[config.mk]
export PLATFORM = sky130hd
export DESIGN_NAME = nthband_predictor_scheduler_flat
export DESIGN_NICKNAME = d
export VERILOG_FILES = /design/src/rtl/nthband_predictor_scheduler_if.sv /design/src/rtl/nthband_predictor_scheduler.sv /design/src/flat_wrapper.sv
export SDC_FILE = /design/constraint.sdc
export NUM_CORES = 1
export LEC_CHECK = 0
export ABC_AREA = 1
export BUFFER_PORTS_ARGS = -buffer_cell sky130_fd_sc_hd__clkbuf_2
export CAP_MARGIN = 20
export CORE_UTILIZATION = 40
export CTS_CLUSTER_DIAMETER = 80
export CTS_CLUSTER_SIZE = 20
export DETAILED_ROUTE_END_ITERATION = 8
export MAX_ROUTING_LAYER = met4
export PLACE_DENSITY = 0.7
export SYNTH_ARGS = -nofsm -noshare
export SYNTH_HDL_FRONTEND = slang
export SYNTH_SLANG_ARGS = --single-unit
[constraint.sdc]
create_clock -name clk -period 8.75 [get_ports clk]
set_input_delay 0.4375 -clock clk [delete_from_list [all_inputs] [get_ports clk]]
set_output_delay 0.4375 -clock clk [all_outputs]
set_load 0.03 [all_outputs]
[src/rtl/nthband_predictor_scheduler_if.sv]
// Operand and result streams of the nth-band predictor scheduler.
// The scheduler takes the slave view; whoever feeds and drains it takes the master view.
interface nthband_predictor_scheduler_if #(
  parameter int DATA_WIDTH  = 16,
  parameter int ALPHA_WIDTH = 10
);
  logic                   param_valid;
  logic                   param_ready;
  logic [ALPHA_WIDTH-1:0] param_alpha;
  logic [DATA_WIDTH-1:0]  param_xmean;
  logic [DATA_WIDTH-1:0]  param_xhatmean;

  logic                   xhat_valid;
  logic                   xhat_ready;
  logic [DATA_WIDTH-1:0]  xhat_data;

  logic                   out_valid;
  logic                   out_ready;
  logic [DATA_WIDTH-1:0]  out_xhat;
  logic [ALPHA_WIDTH-1:0] out_alpha;
  logic [DATA_WIDTH-1:0]  out_xmean;
  logic [DATA_WIDTH-1:0]  out_xhatmean;
  logic                   out_last;

  modport master (
    output param_valid, param_alpha, param_xmean, param_xhatmean,
    output xhat_valid, xhat_data,
    output out_ready,
    input  param_ready, xhat_ready,
    input  out_valid, out_xhat, out_alpha, out_xmean, out_xhatmean, out_last
  );

  modport slave (
    input  param_valid, param_alpha, param_xmean, param_xhatmean,
    input  xhat_valid, xhat_data,
    input  out_ready,
    output param_ready, xhat_ready,
    output out_valid, out_xhat, out_alpha, out_xmean, out_xhatmean, out_last
  );
endinterface

[src/rtl/nthband_predictor_scheduler.sv]
// Joins one per-block parameter set with each of the 2^BLOCK_SIZE_LOG xhat samples of
// that block and presents them as a single registered beat, flagging the block's last sample.
module nthband_predictor_scheduler #(
  parameter int DATA_WIDTH     = 16,
  parameter int ALPHA_WIDTH    = 10,
  parameter int BLOCK_SIZE_LOG = 8
) (
  input logic                        clk,
  input logic                        rst,
  nthband_predictor_scheduler_if.slave bus
);

  localparam int CNT_W = (BLOCK_SIZE_LOG == 0) ? 1 : BLOCK_SIZE_LOG;
  localparam logic [CNT_W-1:0] LAST_CNT = CNT_W'((64'd1 << BLOCK_SIZE_LOG) - 64'd1);

  typedef enum logic {
    WAIT_PARAM,
    STREAM
  } state_t;

  state_t state_q;
  state_t state_d;

  logic [CNT_W-1:0]       cnt_q;
  logic [ALPHA_WIDTH-1:0] alpha_q;
  logic [DATA_WIDTH-1:0]  xmean_q;
  logic [DATA_WIDTH-1:0]  xhatmean_q;

  logic                   out_valid_q;
  logic [DATA_WIDTH-1:0]  out_xhat_q;
  logic [ALPHA_WIDTH-1:0] out_alpha_q;
  logic [DATA_WIDTH-1:0]  out_xmean_q;
  logic [DATA_WIDTH-1:0]  out_xhatmean_q;
  logic                   out_last_q;

  logic param_ready;
  logic xhat_ready;
  logic param_fire;
  logic xhat_fire;
  logic last_sample;

  assign param_fire  = bus.param_valid && param_ready;
  assign xhat_fire   = bus.xhat_valid && xhat_ready;
  assign last_sample = (cnt_q == LAST_CNT);

  always_ff @(posedge clk or posedge rst) begin
    if (rst) begin
      state_q <= WAIT_PARAM;
    end else begin
      state_q <= state_d;
    end
  end

  always_comb begin
    state_d = state_q;
    case (state_q)
      WAIT_PARAM: if (param_fire) state_d = STREAM;
      STREAM:     if (xhat_fire && last_sample) state_d = WAIT_PARAM;
      default:    state_d = WAIT_PARAM;
    endcase
  end

  // Readies depend only on state and the output register, never on the incoming valids.
  always_comb begin
    param_ready = 1'b0;
    xhat_ready  = 1'b0;
    case (state_q)
      WAIT_PARAM: param_ready = 1'b1;
      STREAM:     xhat_ready  = !out_valid_q || bus.out_ready;
      default:    param_ready = 1'b0;
    endcase
  end

  always_ff @(posedge clk or posedge rst) begin
    if (rst) begin
      alpha_q    <= '0;
      xmean_q    <= '0;
      xhatmean_q <= '0;
      cnt_q      <= '0;
    end else if (param_fire) begin
      alpha_q    <= bus.param_alpha;
      xmean_q    <= bus.param_xmean;
      xhatmean_q <= bus.param_xhatmean;
      cnt_q      <= '0;
    end else if (xhat_fire) begin
      cnt_q      <= last_sample ? '0 : cnt_q + CNT_W'(1);
    end
  end

  // Params are copied into the beat at load time, so the param regs are free to take the
  // next block's set while the final beat of this block is still stalled downstream.
  always_ff @(posedge clk or posedge rst) begin
    if (rst) begin
      out_valid_q    <= 1'b0;
      out_xhat_q     <= '0;
      out_alpha_q    <= '0;
      out_xmean_q    <= '0;
      out_xhatmean_q <= '0;
      out_last_q     <= 1'b0;
    end else if (xhat_fire) begin
      out_valid_q    <= 1'b1;
      out_xhat_q     <= bus.xhat_data;
      out_alpha_q    <= alpha_q;
      out_xmean_q    <= xmean_q;
      out_xhatmean_q <= xhatmean_q;
      out_last_q     <= last_sample;
    end else if (bus.out_ready) begin
      out_valid_q    <= 1'b0;
    end
  end

  assign bus.param_ready  = param_ready;
  assign bus.xhat_ready   = xhat_ready;
  assign bus.out_valid    = out_valid_q;
  assign bus.out_xhat     = out_xhat_q;
  assign bus.out_alpha    = out_alpha_q;
  assign bus.out_xmean    = out_xmean_q;
  assign bus.out_xhatmean = out_xhatmean_q;
  assign bus.out_last     = out_last_q;

endmodule

[src/flat_wrapper.sv]
// flat-port wrapper written by rule: the top's interface ports become plain ports
module nthband_predictor_scheduler_flat 
#(
  parameter int DATA_WIDTH     = 16,
  parameter int ALPHA_WIDTH    = 10,
  parameter int BLOCK_SIZE_LOG = 8
)
  (clk, rst, bus_param_valid, bus_param_alpha, bus_param_xmean, bus_param_xhatmean, bus_xhat_valid, bus_xhat_data, bus_out_ready, bus_param_ready, bus_xhat_ready, bus_out_valid, bus_out_xhat, bus_out_alpha, bus_out_xmean, bus_out_xhatmean, bus_out_last);
  nthband_predictor_scheduler_if #(.DATA_WIDTH(DATA_WIDTH), .ALPHA_WIDTH(ALPHA_WIDTH)) bus_i ();
  input logic clk;
  input logic rst;
  input wire logic [$bits(bus_i.param_valid)-1:0] bus_param_valid;
  input wire logic [$bits(bus_i.param_alpha)-1:0] bus_param_alpha;
  input wire logic [$bits(bus_i.param_xmean)-1:0] bus_param_xmean;
  input wire logic [$bits(bus_i.param_xhatmean)-1:0] bus_param_xhatmean;
  input wire logic [$bits(bus_i.xhat_valid)-1:0] bus_xhat_valid;
  input wire logic [$bits(bus_i.xhat_data)-1:0] bus_xhat_data;
  input wire logic [$bits(bus_i.out_ready)-1:0] bus_out_ready;
  output wire logic [$bits(bus_i.param_ready)-1:0] bus_param_ready;
  output wire logic [$bits(bus_i.xhat_ready)-1:0] bus_xhat_ready;
  output wire logic [$bits(bus_i.out_valid)-1:0] bus_out_valid;
  output wire logic [$bits(bus_i.out_xhat)-1:0] bus_out_xhat;
  output wire logic [$bits(bus_i.out_alpha)-1:0] bus_out_alpha;
  output wire logic [$bits(bus_i.out_xmean)-1:0] bus_out_xmean;
  output wire logic [$bits(bus_i.out_xhatmean)-1:0] bus_out_xhatmean;
  output wire logic [$bits(bus_i.out_last)-1:0] bus_out_last;
  assign bus_i.param_valid = bus_param_valid;
  assign bus_i.param_alpha = bus_param_alpha;
  assign bus_i.param_xmean = bus_param_xmean;
  assign bus_i.param_xhatmean = bus_param_xhatmean;
  assign bus_i.xhat_valid = bus_xhat_valid;
  assign bus_i.xhat_data = bus_xhat_data;
  assign bus_i.out_ready = bus_out_ready;
  assign bus_param_ready = bus_i.param_ready;
  assign bus_xhat_ready = bus_i.xhat_ready;
  assign bus_out_valid = bus_i.out_valid;
  assign bus_out_xhat = bus_i.out_xhat;
  assign bus_out_alpha = bus_i.out_alpha;
  assign bus_out_xmean = bus_i.out_xmean;
  assign bus_out_xhatmean = bus_i.out_xhatmean;
  assign bus_out_last = bus_i.out_last;
  nthband_predictor_scheduler #(.DATA_WIDTH(DATA_WIDTH), .ALPHA_WIDTH(ALPHA_WIDTH), .BLOCK_SIZE_LOG(BLOCK_SIZE_LOG)) u_core (.clk(clk), .rst(rst), .bus(bus_i));
endmodule
After elaboration in Yosys (flattened, before gate mapping)
Index checks and enable logic that the tools add are counted.
- flip-flop bits (word level): 111
- output and inout port bits: 62
- bitwise logic cells: 1
- mux-type cells: 10
- reduce and logical (&&, ||, !) cells: 7
- equality and inequality tests: 1
- $add $sub $neg: 1
- operators by type and width (kind ; number):
    2-to-1 mux 8 bit ; 3
    adder 8 x 1 -> 8 bit (second input constant) ; 1
    == test 8 bit (second input constant) ; 1
    2-to-1 mux 1 bit ; 6
    nonzero test 2 bit ; 2
    logical AND 1 bit ; 3
    one-hot mux 1 bit (2 select lines) ; 1
    logical NOT 1 bit ; 1
    logical OR 1 bit ; 1
    NOT 1 bit ; 1

Logic depth before layout (Yosys ltp)
- depth in word-level cells: 7
- depth in mapped cells: 9
- mapped depth without buffers: 8

Worst setup path after synthesis
OpenSTA, ideal clock, no wires.
- path type: register to output
- start point: register u_core.out_valid_q (netlist: u_core.bus.out_valid)
- end point: output bus_xhat_ready
- slack: 7.263 ns
- stages on the path, launching flop included: 2
- path buffers: 0
- arrival time: 1.049 ns
- cells stage by stage: dfrtp_1 a21oi_1
- cells in the longest elaborated chain, start to end: 3
- RTL lines (what ; RTL line ; source):
    start: declaration ; nthband_predictor_scheduler.sv:29 ; logic out_valid_q;
    start signal: assignment ; nthband_predictor_scheduler.sv:94 ; out_valid_q <= 1'b0;
    start signal: assignment ; nthband_predictor_scheduler.sv:101 ; out_valid_q <= 1'b1;
    start signal: assignment ; nthband_predictor_scheduler.sv:108 ; out_valid_q <= 1'b0;
    logical NOT 1 bit ; nthband_predictor_scheduler.sv:69 ; STREAM: xhat_ready = !out_valid_q || bus.out_ready;
    logical OR 1 bit ; nthband_predictor_scheduler.sv:69 ;
    2-to-1 mux 1 bit ; nthband_predictor_scheduler.sv:67 ; case (state_q)
    end: declaration ; flat_wrapper.sv:20 ; output wire logic [$bits(bus_i.xhat_ready)-1:0] bus_xhat_ready;
Every way passes these cells.

Worst setup path in the final report
- start point: register u_core.state_q
- end point: register u_core.cnt_q[1]
- cells in the longest elaborated chain, start to end: 3
- elaborated cells on any way between the ends: 6
- classes of those cells: 3 x mux; 3 x reduce/logical
- RTL lines (what ; RTL line ; source):
    start: declaration ; nthband_predictor_scheduler.sv:21 ; state_t state_q;
    start signal: assignment ; nthband_predictor_scheduler.sv:50 ; state_q <= state_d;
    2-to-1 mux 1 bit ; nthband_predictor_scheduler.sv:67 ;
    logical AND 1 bit, on equally long branches ; nthband_predictor_scheduler.sv:42, nthband_predictor_scheduler.sv:43 ;
    2-to-1 mux 8 bit or nonzero test 2 bit (tied branches) ; -- ;
    end signal: assignment ; nthband_predictor_scheduler.sv:86 ; cnt_q <= last_sample ? '0 : cnt_q + CNT_W'(1);
    end: declaration ; nthband_predictor_scheduler.sv:24 ; logic [CNT_W-1:0] cnt_q;
Parallel ways exist; a longest one is shown, timed or not.
A chain may end at the register's enable or synchronous reset.

==> Flow_metrics.wiki <==
{| class="wikitable"
! Metric !! Value
|-
| Synthesized instance count || 427
|-
| Power density over cell area || 300 mW/mm²
|-
| Worst-case clock buffer depth || 2
|-
| Top cell type by total area after synthesis || dfrtp_1
|-
| Wire length per cell after detailed routing || 12.1 µm
|-
| Number of cells upsized or downsized after cts || 0
|-
| Clock input transition at the sequential cells of the worst setup and hold paths || 0.10 ns
|-
| Total number of vias || 3,114
|-
| Finished Core Util || 49.2%
|-
| Worst path arrival time || 2.40 ns
|-
| Remaining max-slew budget at the tightest pin || 34.5%
|-
| Max Fanout on Critical Path || 83
|-
| Outcome || finished clean
|-
| Worst hold path type || input pin to async pin
|-
| Cts bufs inserted || 9
|-
| Layout cells sized above 1 || 32.5%
|-
| Average vias per placed instance || 4.53
|-
| Peak supply drop || 126 µV
|-
| Slack of the critical path || 6.60 ns
|-
| Height of the chip || 108 µm
|-
| Critical-path cell with the highest stage delay || buf_4
|-
| Number of global-route vias before repair || 2,999
|-
| Total congestion overflow || 0
|-
| Minimum setup slack after placement || 6.41 ns
|-
| First-pass GRT wire length || 13.6 mm
|-
| Leakage || 0.00297 µW
|-
| Initial DRC count || 125
|-
| Final min period || 2.15 ns
|-
| Maximum number of pins on one net before global-route repair || 84
|-
| CTS H-Tree Depth || 3
|-
| Remaining design rule violation count || 0
|-
| Number of hold-repair buffers added at the cts stage || 0
|-
| Proportion of power drawn by the clock network || 20.9%
|-
| Sequential area share after synthesis || 62.3%
|-
| Count of synthesis-stage warnings from yosys || 0
|-
| Number of distinct library cells after synthesis || 24
|-
| Most common library cell in the layout ignoring fill and taps || nand2_1
|-
| Nature of the critical path endpoint || register
|-
| Switching fraction of total power || 36.4%
|-
| Final weighted congestion in routability-driven placement || 0.737
|-
| Max capacitance violation total || 0
|-
| Number of buffer and inverter stages on the critical path || 2
|-
| FF-to-FF End || u_core.cnt_q[1]
|-
| Launch instance of the worst register-to-register path || u_core.state_q
|-
| Count of boundary I/O pins || 125
|-
| Residual antenna-violating net count after detailed routing || 0
|-
| Critical Path Source Type || register
|-
| Netlist area before placement || 0.00446 mm²
|-
| Sum of negative setup slack || 0 ns
|-
| Number of nets in the layout || 608
|-
| Max Clock Skew || 0.0109 ns
|-
| Total power of the final layout || 1600 µW
|-
| Maximum cell stage delay along the critical path || 0.62 ns
|-
| Classification of the worst setup path || register to register
|-
| Number of search-and-repair iterations in the first detailed-routing pass || 4
|-
| Global-route total usage across every layer || 15.6%
|-
| Worst R2R Path Depth || 4
|-
| Inserted Diodes || 0
|-
| Ordered cell list for the critical path || nand3_2 -> buf_4 -> inv_2 -> a22o_1
|-
| Fraction of synthesized cell area taken by the top area cell type || 62.3%
|-
| Setup repair after global routing missed its margin || no
|-
| Initial core utilization || 41.2%
|-
| Synth Area per Inst || 10.4 µm²
|-
| Most used cells in the layout excluding fill and tap cells || nand2_1, clkbuf_2, dfrtp_1
|-
| Total length of routed wires || 8.36 mm
|-
| Synthesis-stage register bit count || 111
|-
| Core Footprint || 0.0108 mm²
|-
| Relative contribution of sequential cells to total power || 47.5%
|-
| Hold Fails Final Rpt || 0
|-
| Clock net sink count || 111
|-
| Clock tree from TritonCTS || yes
|-
| Root cell of the clock tree || clkbuf_8
|-
| Switching power total || 582 µW
|-
| Required time at the endpoint of the critical path || 9.01 ns
|-
| IO buf count || 124
|-
| Die span in x || 108 µm
|-
| # Post-CTS Setup Buffers || 0
|-
| Layout Area Growth over Synthesis || 19.4%
|-
| Insertion delay to the later sink of the worst-skew pair || 0.37 ns
|-
| Final-report setup violation count || 0
|-
| Antenna violations before repair || 0
|-
| Detail Placement HPWL || 5.53 mm
|-
| Setup slack of the most critical reg-to-reg path || 6.60 ns
|-
| Share of the clock period used by the worst path || 24.6%
|-
| Hold_ws || 0.114 ns
|-
| Total Die Area || 0.0116 mm²
|-
| Total number of placement rows || 38
|-
| Synthesized net count || 491
|-
| Slew of the pin with the lowest slew margin || 0.982 ns
|-
| Design internal power || 1020 µW
|-
| Critical path's top delay family || buffers and inverters
|-
| Area contributors post-synth || dfrtp_1, nand2_1, mux2_4
|-
| Gate power share || 31.5%
|-
| Peak Freq || 0.465 GHz
|-
| Number of pins exceeding their max-slew limit in the final report || 0
|}
power groups by stage:
stage          registers, µW  logic (µW)  clock network (µW)
3_3_place_gp             766         498                   0
3_5_place_dp             769         513                   0
2_1_floorplan            920         211                   0
4_1_cts                  762         512                 345
6_report                 760         504                 334
5_1_grt                  779         553                 364
flip-flops by register name (all words and copies together) (netlist names):
name,flops
u_core.alpha_q,10
u_core.bus.out_alpha,10
u_core.bus.out_last,1
u_core.bus.out_valid,1
u_core.bus.out_xhat,16
u_core.bus.out_xhatmean,16
u_core.bus.out_xmean,16
u_core.cnt_q,8
u_core.state_q,1
u_core.xhatmean_q,16
u_core.xmean_q,16
area by class of cell:
| cell class | instances | area, µm² |
|---|---|---|
| multi-input cells | 266 | 1410 |
| flip-flops and latches | 111 | 2780 |
| well taps | 140 | 175 |
| clock inverters | 5 | 81.3 |
| fillers | 1022 | 5510 |
| repair buffers | 126 | 636 |
| clock buffers | 10 | 138 |
| inverters | 30 | 115 |
metrics by stage:
stage,cell area [µm²],std cells
2_1_floorplan,4460,427
3_3_place_gp,5110,673
3_5_place_dp,5110,673
4_1_cts,5330,688
5_1_grt,5330,688
6_report,5330,688
synth_stat cells (all sizes together):
cell type,n
dfrtp,111
ha,1
mux2,25
o31ai,1
a21oi,23
inv,30
a22o,1
nor2,25
buf,19
nand4,2
o21ai,21
nand2,159
clkbuf,1
nand3,8
metal layers:
layer  global-route usage (%)  routed length [µm]  up-vias  part of all wire, %
met1                     19.3                3940     1466                   47
met3                     4.18                 432        4                  5.2
met4                     4.99                  83        0                 0.99
li1                         -                   -     1559                    -
met2                     24.9                3900       85                   47
met5                        -                   0        -                    0
cells by family after synthesis:
kind of cell	Yosys count	share of synthesized area [%]
AOI/OAI and AO/OA	46	6.25
DFF	111	62.3
and+or+nand+nor	194	17.2
adders and majority gates	1	0.280
muxes	25	7.82
buffers and inverters	50	6.23
how the worst max path moves through the flow:
stage                         to  slack (ns)            startpoint  depth (start not counted)
2_1_floorplan  u_core.alpha_q[0]        5.38                   rst                          1
5_1_grt          u_core.cnt_q[0]        6.40  u_core.bus.out_valid                          6
6_report         u_core.cnt_q[1]        6.60        u_core.state_q                          4
4_1_cts          u_core.cnt_q[1]        6.58  u_core.bus.out_valid                          5
3_3_place_gp     u_core.cnt_q[1]        6.46         bus_out_ready                          7
3_5_place_dp     u_core.cnt_q[0]        6.41         bus_out_ready                          8
(Power assumes the default switching activity.)
